**config.mk**
```make
export PLATFORM = sky130hd
export DESIGN_NAME = wb_fifo_pipelined_flat
export DESIGN_NICKNAME = d
export VERILOG_FILES = /design/src/rtl/wb_fifo_pipelined_if.sv /design/src/rtl/wb_fifo_pipelined.sv /design/src/flat_wrapper.sv
export SDC_FILE = /design/constraint.sdc
export NUM_CORES = 1
export LEC_CHECK = 0
export ABC_AREA = 1
export CAP_MARGIN = 20
export CORE_ASPECT_RATIO = 1.75
export CORE_UTILIZATION = 62
export CTS_BUF_LIST = sky130_fd_sc_hd__clkbuf_8
export DETAILED_ROUTE_END_ITERATION = 16
export PLACE_DENSITY = 0.82
export SYNTH_ARGS = -nofsm -noshare
export SYNTH_HDL_FRONTEND = slang
export SYNTH_SLANG_ARGS = --single-unit
export TNS_END_PERCENT = 1
```
**constraint.sdc**
```tcl
create_clock -name clk_i -period 2.9 [get_ports clk_i]
set_input_delay 0.58 -clock clk_i [delete_from_list [all_inputs] [get_ports clk_i]]
set_output_delay 0.58 -clock clk_i [all_outputs]
set_load 0.03 [all_outputs]
```
**src/rtl/wb_fifo_pipelined_if.sv**
```systemverilog
// Bus bundle for the FIFO bridge: upstream write-only Wishbone device side
// plus downstream pipelined Wishbone controller side.
interface wb_fifo_pipelined_if #(
    parameter int DATA_WIDTH = 8
);
    logic                  s_cyc_i;
    logic                  s_stb_i;
    logic                  s_we_i;
    logic [DATA_WIDTH-1:0] s_dat_i;
    logic                  s_ack_o;
    logic                  s_err_o;
    logic                  s_stall_o;

    logic                  m_cyc_o;
    logic                  m_stb_o;
    logic                  m_we_o;
    logic [DATA_WIDTH-1:0] m_dat_o;
    logic                  m_ack_i;
    logic                  m_err_i;
    logic                  m_stall_i;

    // Bridge view
    modport slave (
        input  s_cyc_i, s_stb_i, s_we_i, s_dat_i, m_ack_i, m_err_i, m_stall_i,
        output s_ack_o, s_err_o, s_stall_o, m_cyc_o, m_stb_o, m_we_o, m_dat_o
    );

    // Environment view: upstream producer plus downstream peripheral
    modport master (
        output s_cyc_i, s_stb_i, s_we_i, s_dat_i, m_ack_i, m_err_i, m_stall_i,
        input  s_ack_o, s_err_o, s_stall_o, m_cyc_o, m_stb_o, m_we_o, m_dat_o
    );
endinterface

```
**src/rtl/wb_fifo_pipelined.sv**
```systemverilog
// Store-and-forward Wishbone FIFO bridge: pushes from an upstream pipelined
// device, forwards each word as a downstream write with bounded in-flight count.
module wb_fifo_pipelined #(
    parameter int DATA_WIDTH      = 8,
    parameter int ADDR_WIDTH      = 4,
    parameter int MAX_OUTSTANDING = 2,
    parameter int AF_THRESH       = (2**ADDR_WIDTH) - 2
) (
    input  logic                  clk_i,
    input  logic                  rst_ni,
    wb_fifo_pipelined_if.slave    bus,
    input  logic                  flush_i,
    output logic [ADDR_WIDTH:0]   level_o,
    output logic                  almost_full_o,
    output logic                  err_o
);
    localparam int DEPTH = 2**ADDR_WIDTH;
    localparam int LW    = ADDR_WIDTH + 1;
    localparam int OW    = $clog2(MAX_OUTSTANDING + 1);

    localparam logic [LW-1:0] DEPTH_L = LW'(DEPTH);
    localparam logic [LW-1:0] AF_L    = LW'(AF_THRESH);
    localparam logic [OW-1:0] MAXO_L  = OW'(MAX_OUTSTANDING);

    logic [DATA_WIDTH-1:0] mem_q [DEPTH];

    logic [ADDR_WIDTH-1:0] wr_ptr_q, wr_ptr_d;
    logic [ADDR_WIDTH-1:0] iss_ptr_q, iss_ptr_d;
    logic [ADDR_WIDTH-1:0] ret_ptr_q, ret_ptr_d;
    logic [LW-1:0]         level_q, level_d;
    logic [OW-1:0]         outst_q, outst_d;
    logic                  err_q, err_d;
    logic                  s_ack_q, s_ack_d;
    logic                  s_err_q, s_err_d;

    logic          req, full, stall, push, m_stb, issue, retire;
    logic [LW-1:0] queued;

    always_comb begin
        req    = bus.s_cyc_i & bus.s_stb_i;
        full   = (level_q == DEPTH_L);
        // Full is judged on the registered level, so a same-cycle retire never un-stalls
        stall  = req & bus.s_we_i & (full | flush_i);
        push   = req & bus.s_we_i & ~stall;
        queued = level_q - LW'(outst_q);
        m_stb  = (queued != '0) & (outst_q < MAXO_L);
        issue  = m_stb & ~bus.m_stall_i & ~flush_i;
        retire = (bus.m_ack_i | bus.m_err_i) & (outst_q != '0);
    end

    always_comb begin
        wr_ptr_d  = flush_i ? iss_ptr_q : wr_ptr_q + ADDR_WIDTH'(push);
        iss_ptr_d = iss_ptr_q + ADDR_WIDTH'(issue);
        ret_ptr_d = ret_ptr_q + ADDR_WIDTH'(retire);
        outst_d   = outst_q + OW'(issue) - OW'(retire);
        // Flush keeps only what is already on the downstream bus
        level_d   = flush_i ? LW'(outst_q) - LW'(retire)
                            : level_q + LW'(push) - LW'(retire);
        err_d     = err_q;
        if (retire && bus.m_err_i) err_d = 1'b1;
        else if (flush_i)          err_d = 1'b0;
        s_ack_d   = push;
        s_err_d   = req & ~bus.s_we_i;
    end

    always_ff @(posedge clk_i or negedge rst_ni) begin
        if (!rst_ni) begin
            wr_ptr_q  <= '0;
            iss_ptr_q <= '0;
            ret_ptr_q <= '0;
            level_q   <= '0;
            outst_q   <= '0;
            err_q     <= 1'b0;
            s_ack_q   <= 1'b0;
            s_err_q   <= 1'b0;
        end else begin
            wr_ptr_q  <= wr_ptr_d;
            iss_ptr_q <= iss_ptr_d;
            ret_ptr_q <= ret_ptr_d;
            level_q   <= level_d;
            outst_q   <= outst_d;
            err_q     <= err_d;
            s_ack_q   <= s_ack_d;
            s_err_q   <= s_err_d;
        end
    end

    always_ff @(posedge clk_i) begin
        if (push) mem_q[wr_ptr_q] <= bus.s_dat_i;
    end

    // The issue/retire pointer distance must always track the in-flight count
    always_ff @(posedge clk_i) begin
        if (rst_ni) assert (ADDR_WIDTH'(iss_ptr_q - ret_ptr_q) == ADDR_WIDTH'(outst_q));
    end

    assign bus.s_ack_o   = s_ack_q;
    assign bus.s_err_o   = s_err_q;
    assign bus.s_stall_o = stall & rst_ni;
    assign bus.m_stb_o   = m_stb;
    assign bus.m_cyc_o   = m_stb | (outst_q != '0);
    assign bus.m_we_o    = 1'b1;
    assign bus.m_dat_o   = mem_q[iss_ptr_q];
    assign level_o       = level_q;
    assign almost_full_o = (level_q >= AF_L);
    assign err_o         = err_q;
endmodule

```
**src/flat_wrapper.sv**
```systemverilog
// flat-port wrapper written by rule: the top's interface ports become plain ports
module wb_fifo_pipelined_flat 
#(
    parameter int DATA_WIDTH      = 8,
    parameter int ADDR_WIDTH      = 4,
    parameter int MAX_OUTSTANDING = 2,
    parameter int AF_THRESH       = (2**ADDR_WIDTH) - 2
)
  (clk_i, rst_ni, flush_i, level_o, almost_full_o, err_o, bus_s_cyc_i, bus_s_stb_i, bus_s_we_i, bus_s_dat_i, bus_m_ack_i, bus_m_err_i, bus_m_stall_i, bus_s_ack_o, bus_s_err_o, bus_s_stall_o, bus_m_cyc_o, bus_m_stb_o, bus_m_we_o, bus_m_dat_o);
  wb_fifo_pipelined_if #(.DATA_WIDTH(DATA_WIDTH)) bus_i ();
  input  logic clk_i;
  input  logic rst_ni;
  input  logic flush_i;
  output logic [ADDR_WIDTH:0] level_o;
  output logic almost_full_o;
  output logic err_o;
  input wire logic [$bits(bus_i.s_cyc_i)-1:0] bus_s_cyc_i;
  input wire logic [$bits(bus_i.s_stb_i)-1:0] bus_s_stb_i;
  input wire logic [$bits(bus_i.s_we_i)-1:0] bus_s_we_i;
  input wire logic [$bits(bus_i.s_dat_i)-1:0] bus_s_dat_i;
  input wire logic [$bits(bus_i.m_ack_i)-1:0] bus_m_ack_i;
  input wire logic [$bits(bus_i.m_err_i)-1:0] bus_m_err_i;
  input wire logic [$bits(bus_i.m_stall_i)-1:0] bus_m_stall_i;
  output wire logic [$bits(bus_i.s_ack_o)-1:0] bus_s_ack_o;
  output wire logic [$bits(bus_i.s_err_o)-1:0] bus_s_err_o;
  output wire logic [$bits(bus_i.s_stall_o)-1:0] bus_s_stall_o;
  output wire logic [$bits(bus_i.m_cyc_o)-1:0] bus_m_cyc_o;
  output wire logic [$bits(bus_i.m_stb_o)-1:0] bus_m_stb_o;
  output wire logic [$bits(bus_i.m_we_o)-1:0] bus_m_we_o;
  output wire logic [$bits(bus_i.m_dat_o)-1:0] bus_m_dat_o;
  assign bus_i.s_cyc_i = bus_s_cyc_i;
  assign bus_i.s_stb_i = bus_s_stb_i;
  assign bus_i.s_we_i = bus_s_we_i;
  assign bus_i.s_dat_i = bus_s_dat_i;
  assign bus_i.m_ack_i = bus_m_ack_i;
  assign bus_i.m_err_i = bus_m_err_i;
  assign bus_i.m_stall_i = bus_m_stall_i;
  assign bus_s_ack_o = bus_i.s_ack_o;
  assign bus_s_err_o = bus_i.s_err_o;
  assign bus_s_stall_o = bus_i.s_stall_o;
  assign bus_m_cyc_o = bus_i.m_cyc_o;
  assign bus_m_stb_o = bus_i.m_stb_o;
  assign bus_m_we_o = bus_i.m_we_o;
  assign bus_m_dat_o = bus_i.m_dat_o;
  wb_fifo_pipelined #(.DATA_WIDTH(DATA_WIDTH), .ADDR_WIDTH(ADDR_WIDTH), .MAX_OUTSTANDING(MAX_OUTSTANDING), .AF_THRESH(AF_THRESH)) u_core (.clk_i(clk_i), .rst_ni(rst_ni), .bus(bus_i), .flush_i(flush_i), .level_o(level_o), .almost_full_o(almost_full_o), .err_o(err_o));
endmodule
```
Word level (Yosys, flattened, before mapping)
Memories as Yosys holds them, arrays and structs flattened.
Index checks and enable logic that the tools add are counted.
- memories: 1
- RAM bits: 128
- register bits after elaboration: 18
- output and inout bits: 21
- word-level logic and storage cells: 46
- input bits: 17
- memory list (memory ; words ; width ; read ports ; clocked after Yosys merged registers in ; wr ports ; RTL line ; source):
    u_core.mem_q ; 16 ; 8 ; 1 ; 0 ; 1 ; wb_fifo_pipelined.sv:25 ; logic [DATA_WIDTH-1:0] mem_q [DEPTH];
- reduce and logical (&&, ||, !) cells: 4
- magnitude comparators: 2
- equal/unequal tests: 1
- bitwise gates (word level): 17
- muxes and demuxes: 6
- add/subtract/negate cells: 8
- operators with widths (operator ; count):
    1-bit bitwise AND ; 10
    4-bit by 1-bit adder with 4-bit output ; 2
    5-bit by 1-bit adder with 5-bit output ; 1
    5-bit equality test, second input constant ; 1
    5-bit by 4-bit greater-or-equal comparator with 1-bit output, second input constant ; 1
    5-bit two-way mux ; 1
    5-bit nonzero test ; 1
    5-bit by 1-bit subtractor with 5-bit output ; 1
    5-bit by 2-bit subtractor with 5-bit output ; 1
    1-bit two-way mux ; 4
    4-bit two-way mux ; 1
    1-bit inverter ; 4
    2-bit nonzero test ; 2
    1-bit OR ; 3
    2-bit by 1-bit subtractor with 3-bit output ; 1
    2-bit by 1-bit adder with 2-bit output ; 1
    2-bit < comparator, second input constant ; 1
    2-bit by 1-bit subtractor with 2-bit output ; 1
    1-bit logical AND ; 1

Logic depth before layout (Yosys ltp)
- depth in word-level cells: 8
- depth in mapped cells: 13
- depth with buffers taken out: 13

Worst setup path before layout
No wires, ideal clock.
- path type: register -> register
- start point: register u_core.level_q[2], in the netlist u_core.level_o[2]
- end point: register u_core.level_q[4], in the netlist u_core.level_o[4]
- buffers on the path: 0
- cell stages (with the launch flop): 14
- required time: 2782 ps
- period minus slack after synthesis: 2331 ps
- slack: 569 ps
- arrival: 2213 ps
- library setup time: 118 ps
- path through: dfrtp_1 > inv_1 > ha_1 > nand2_1 > o21ai_1 > nor2_4 > ha_1 > inv_1 > fa_1 > nand3b_1 > nand2_1 > nand2_1 > nand3_1 > nand2_1
- longest elaborated chain between the ends: 8
- RTL lines (item ; RTL line ; source):
    start, declared ; wb_fifo_pipelined.sv:30 ; logic [LW-1:0] level_q, level_d;
    start signal, assigned ; wb_fifo_pipelined.sv:80 ; level_q <= level_d;
    5-bit equality test ; wb_fifo_pipelined.sv:41 ; full = (level_q == DEPTH_L);
    1-bit OR ; wb_fifo_pipelined.sv:43 ; stall = req & bus.s_we_i & (full | flush_i);
    1-bit bitwise AND ; wb_fifo_pipelined.sv:43 ;
    1-bit inverter ; wb_fifo_pipelined.sv:44 ; push = req & bus.s_we_i & ~stall;
    1-bit bitwise AND ; wb_fifo_pipelined.sv:44 ;
    net u_core.push ; wb_fifo_pipelined.sv:36 ; logic req, full, stall, push, m_stb, issue, retire;
    5-bit by 1-bit adder with 5-bit output ; wb_fifo_pipelined.sv:58 ; : level_q + LW'(push) - LW'(retire);
    5-bit by 1-bit subtractor with 5-bit output ; wb_fifo_pipelined.sv:58 ;
    5-bit two-way mux ; wb_fifo_pipelined.sv:57 ; level_d = flush_i ? LW'(outst_q) - LW'(retire)
    net u_core.level_d[4] ; wb_fifo_pipelined.sv:30 ;
The timed path passes the listed nets, and every way through them passes these cells.
A chain may end at the register's enable or synchronous reset.

Final worst setup path
- start point: register u_core.iss_ptr_q[0]
- end point: output bus_m_dat_o[4]
- longest elaborated chain between the ends: 1
- RTL lines (item ; RTL line ; source):
    start, declared ; wb_fifo_pipelined.sv:28 ; logic [ADDR_WIDTH-1:0] iss_ptr_q, iss_ptr_d;
    start signal, assigned ; wb_fifo_pipelined.sv:78 ; iss_ptr_q <= iss_ptr_d;
    memory 16 x 8 bit ; n/a ;
    end, declared ; flat_wrapper.sv:30 ; output wire logic [$bits(bus_i.m_dat_o)-1:0] bus_m_dat_o;
No other way between the ends.

==> qor.yml <==
outcome:
  status: "finished, final reports clean"
detailed_routing:
  wl_um: 14900
  wire_per_inst_um: 17.3
  ant_nets: 0
  drt-vias-per-instance: 5.54
  first_pass_iters: 5
  drcViolationCount: 0
  drt_iter0_markers: 458
  vias: 4776
grt:
  antenna_found_initial: 0
  grt_start_max_net_pins: 66
  grt.busiest_layer: "met2"
  grt.met1_usage: 0.308
  met2_usage: 0.510
  grt_overflow: 0
  track_usage: 0.289
  grt_pass1_vias: 4853
  grt_pass1_wl_um: 23500
  gr-usage-met3: 0.0612
yosys:
  synth_largest_area_cell: "edfxtp_1"
  synth_nets: 702
  synthAdderAreaFrac: 0.0364
  synth_top_family_by_area: "simple AND/OR/NAND/NOR gates"
  ys_ff_latch: 146
  synth_area_sq_um: 6740
  ys_types: 25
  yosys-top-cells-area: "edfxtp_1 (57%), nand2_1 (11%), nand3_1 (8.1%)"
  syn_inst: 666
  yosysWarnings: 0
  seq_area_frac_synth: 0.637
  synthMuxAreaShare: 0.00149
  synth-xor-area-share: 0.00650
  synth.top_cell.area_share: 0.570
  synth_compound_area_frac: 0.0108
  synthSimpleGateAreaFrac: 0.209
  avgSynthCellArea_sq_um: 10.1
clock_tree:
  clock_latency_ps: 440
  holdBufCountCts: 0
  cts_resized: 2
  cts_tree: "done"
  cts-root-buf: "clkbuf_8"
  ctsHtreeMaxLevel: 4
  cts.clk_slew.worst_paths_ps: 70
  cts_sinks: 146
  cts_buffers: 17
  cts_max_path_buffers: 2
  cts_setup_buffers: 0
power_and_ir_drop:
  switching_share: 0.404
  power.switching_w: 0.00278
  comb_power_share: 0.418
  power.internal_w: 0.00410
  p_leak_nw: 3.40
  seqPwrFrac: 0.371
  p_clk_frac: 0.211
  cellPowerDensity_nw_per_um2: 906
  irDropWorstVdd_v: 0.000717
  power_w: 0.00688
die:
  start_util: 0.634
  fp-row-count: 50
  die_y_um: 140
  io_pins: 38
  core_sq_um: 10600
  die-area_sq_um: 11300
  die_x_um: 80.8
min_path:
  min_path_type: "reg -> reg"
timing:
  fin_setup_tns_ps: 0
  slew_violations: 0
  max-slew-margin-rel: 0.526
  worst_pin_slew_ps: 708
  finalCritPeriodShare: 0.950
  finClkSkew_ps: 8.73
  final-hold-violation-count: 0
  rsz0062_at_grt: "no"
  finalSetupViolCount: 0
  post-route-min-period_ps: 2760
  worst_slack_ps: 144
  whs_ps: 493
  fmax_ghz: 0.363
layout:
  layout_commonest_cell: "nand2_1"
  nNetsFinal: 756
  finalNonFillerCells: 862
  areaGrowthSynthToFinish_pct: 12.6
  diodes: 0
  layout.cells.most_common_list: "nand2_1 (195), edfxtp_1 (128), inv_1 (118), nand3_1 (109), buf_4 (34)"
  drive_gt1_frac: 0.0929
worst_setup_path:
  slowest_delay_ps: 540
  cp_common_cell: "nand2_1"
  cp.arrival_ps: 2180
  critical_path_required_ps: 2320
  slowest_stage: "buf_4"
  path_delay_family: "buffers and inverters"
  worst-setup-path-type: "reg -> out"
  endpoint_kind: "output pin"
  cp_cell_sequence: "buf_4 -> nand2_1 -> nand2_1 -> nand2_1 -> nand3_1 -> nand3_1 -> nand2_1 -> buf_4"
  crit_buf_inv: 2
  critical_path.max_fanout: 65
  worstSetupStartpointType: "flop"
placed_design:
  post-dp-hpwl_um: 9960
  routabilityCongestion: 0.877
  io_buffers: 36
  dp_slack_ps: 144
  place_inst: 831
run:
  drv_cap: 0
area by class of cell:
cell class              instances  area [sq um]
clock inverters                14           125
repair buffers                 62           543
fillers                       747          3050
well taps                     130           163
flip-flops and latches        146          4300
inverters                     119           447
multi-input cells             374          1780
clock buffers                  17           234
worst register-to-register path, stage by stage, from the launching register on:
cell	delay [ps]
dfrtp_1	490
inv_1	110
ha_1	240
nand2_1	70
o21ai_1	130
nor2_4	190
ha_1	200
inv_1	60
fa_1	390
nand3b_1	190
nand2_1	80
nand2_1	50
nand3_1	60
nand2_1	50
state kept, by name, summed over array words and instances (netlist names):
name,cells
u_core.mem_q,128
u_core.level_o,5
u_core.iss_ptr_q,4
u_core.wr_ptr_q,4
u_core.outst_q,2
u_core.bus.s_ack_o,1
u_core.bus.s_err_o,1
u_core.err_o,1
metrics by stage:
stage | util | area, sq um
after floorplan | - | 6740
after global placement | 0.680 | 7230
after detailed placement | 0.680 | 7230
after CTS | 0.714 | 7590
after global routing | 0.714 | 7590
final | 0.714 | 7590
power groups by stage:
stage	sequential [W]	clock [W]	combinational, W
after global routing	0.00256	0.00155	0.00318
after detailed placement	0.00259	0	0.00287
after CTS	0.00255	0.00148	0.00288
after floorplan	0.00262	0	0.00207
after global placement	0.00258	0	0.00277
final	0.00255	0.00145	0.00288
cell usage after synthesis:
master	n
xnor2_1	2
buf_2	11
conb_1	1
mux2i_1	1
xor2_1	3
nor2_1	26
inv_2	2
fa_1	1
o22ai_1	2
clkinv_1	1
clkbuf_1	2
buf_6	13
nor2_4	1
o21ai_1	1
nand3b_1	2
a21oi_1	4
ha_1	18
dfrtp_1	18
nand2_1	195
nand3_1	109
buf_4	1
o21ai_0	7
edfxtp_1	128
inv_1	116
or2_2	1
worst paths after layout:
kind / startpoint / end / slack, ps / depth (start not counted)
worst max-delay path: u_core.iss_ptr_q[0]$_DFF_PN0_ / bus_m_dat_o[4] / 140 / 8
worst min-delay path: u_core.err_o$_DFFE_PN0P_ / u_core.err_o$_DFFE_PN0P_ / 490 / 2
worst max register to register: u_core.level_o[2]$_DFF_PN0_ / u_core.level_o[4]$_DFF_PN0_ / 480 / 13
worst min register to register: u_core.err_o$_DFFE_PN0P_ / u_core.err_o$_DFFE_PN0P_ / 490 / 2
max in group asynchronous: rst_ni / u_core.iss_ptr_q[0]$_DFF_PN0_ / 2130 / 2
min in group asynchronous: rst_ni / u_core.level_o[0]$_DFF_PN0_ / 540 / 2
cells by family after synthesis:
logic type / Yosys count
DFF: 146
muxes: 1
AOI/OAI and AO/OA: 14
buffers and inverters: 146
and+or+nand+nor: 334
adders and majority gates: 19
xor gates and xnor gates: 5
other: 1
per-layer routing:
metal  wire [um]  up-vias
met5           0        -
met4         690        0
met3         826       59
met2        8260      211
met1        5100     2255
li1            -     2251
Note: power is estimated with default switching activity, not from simulation.
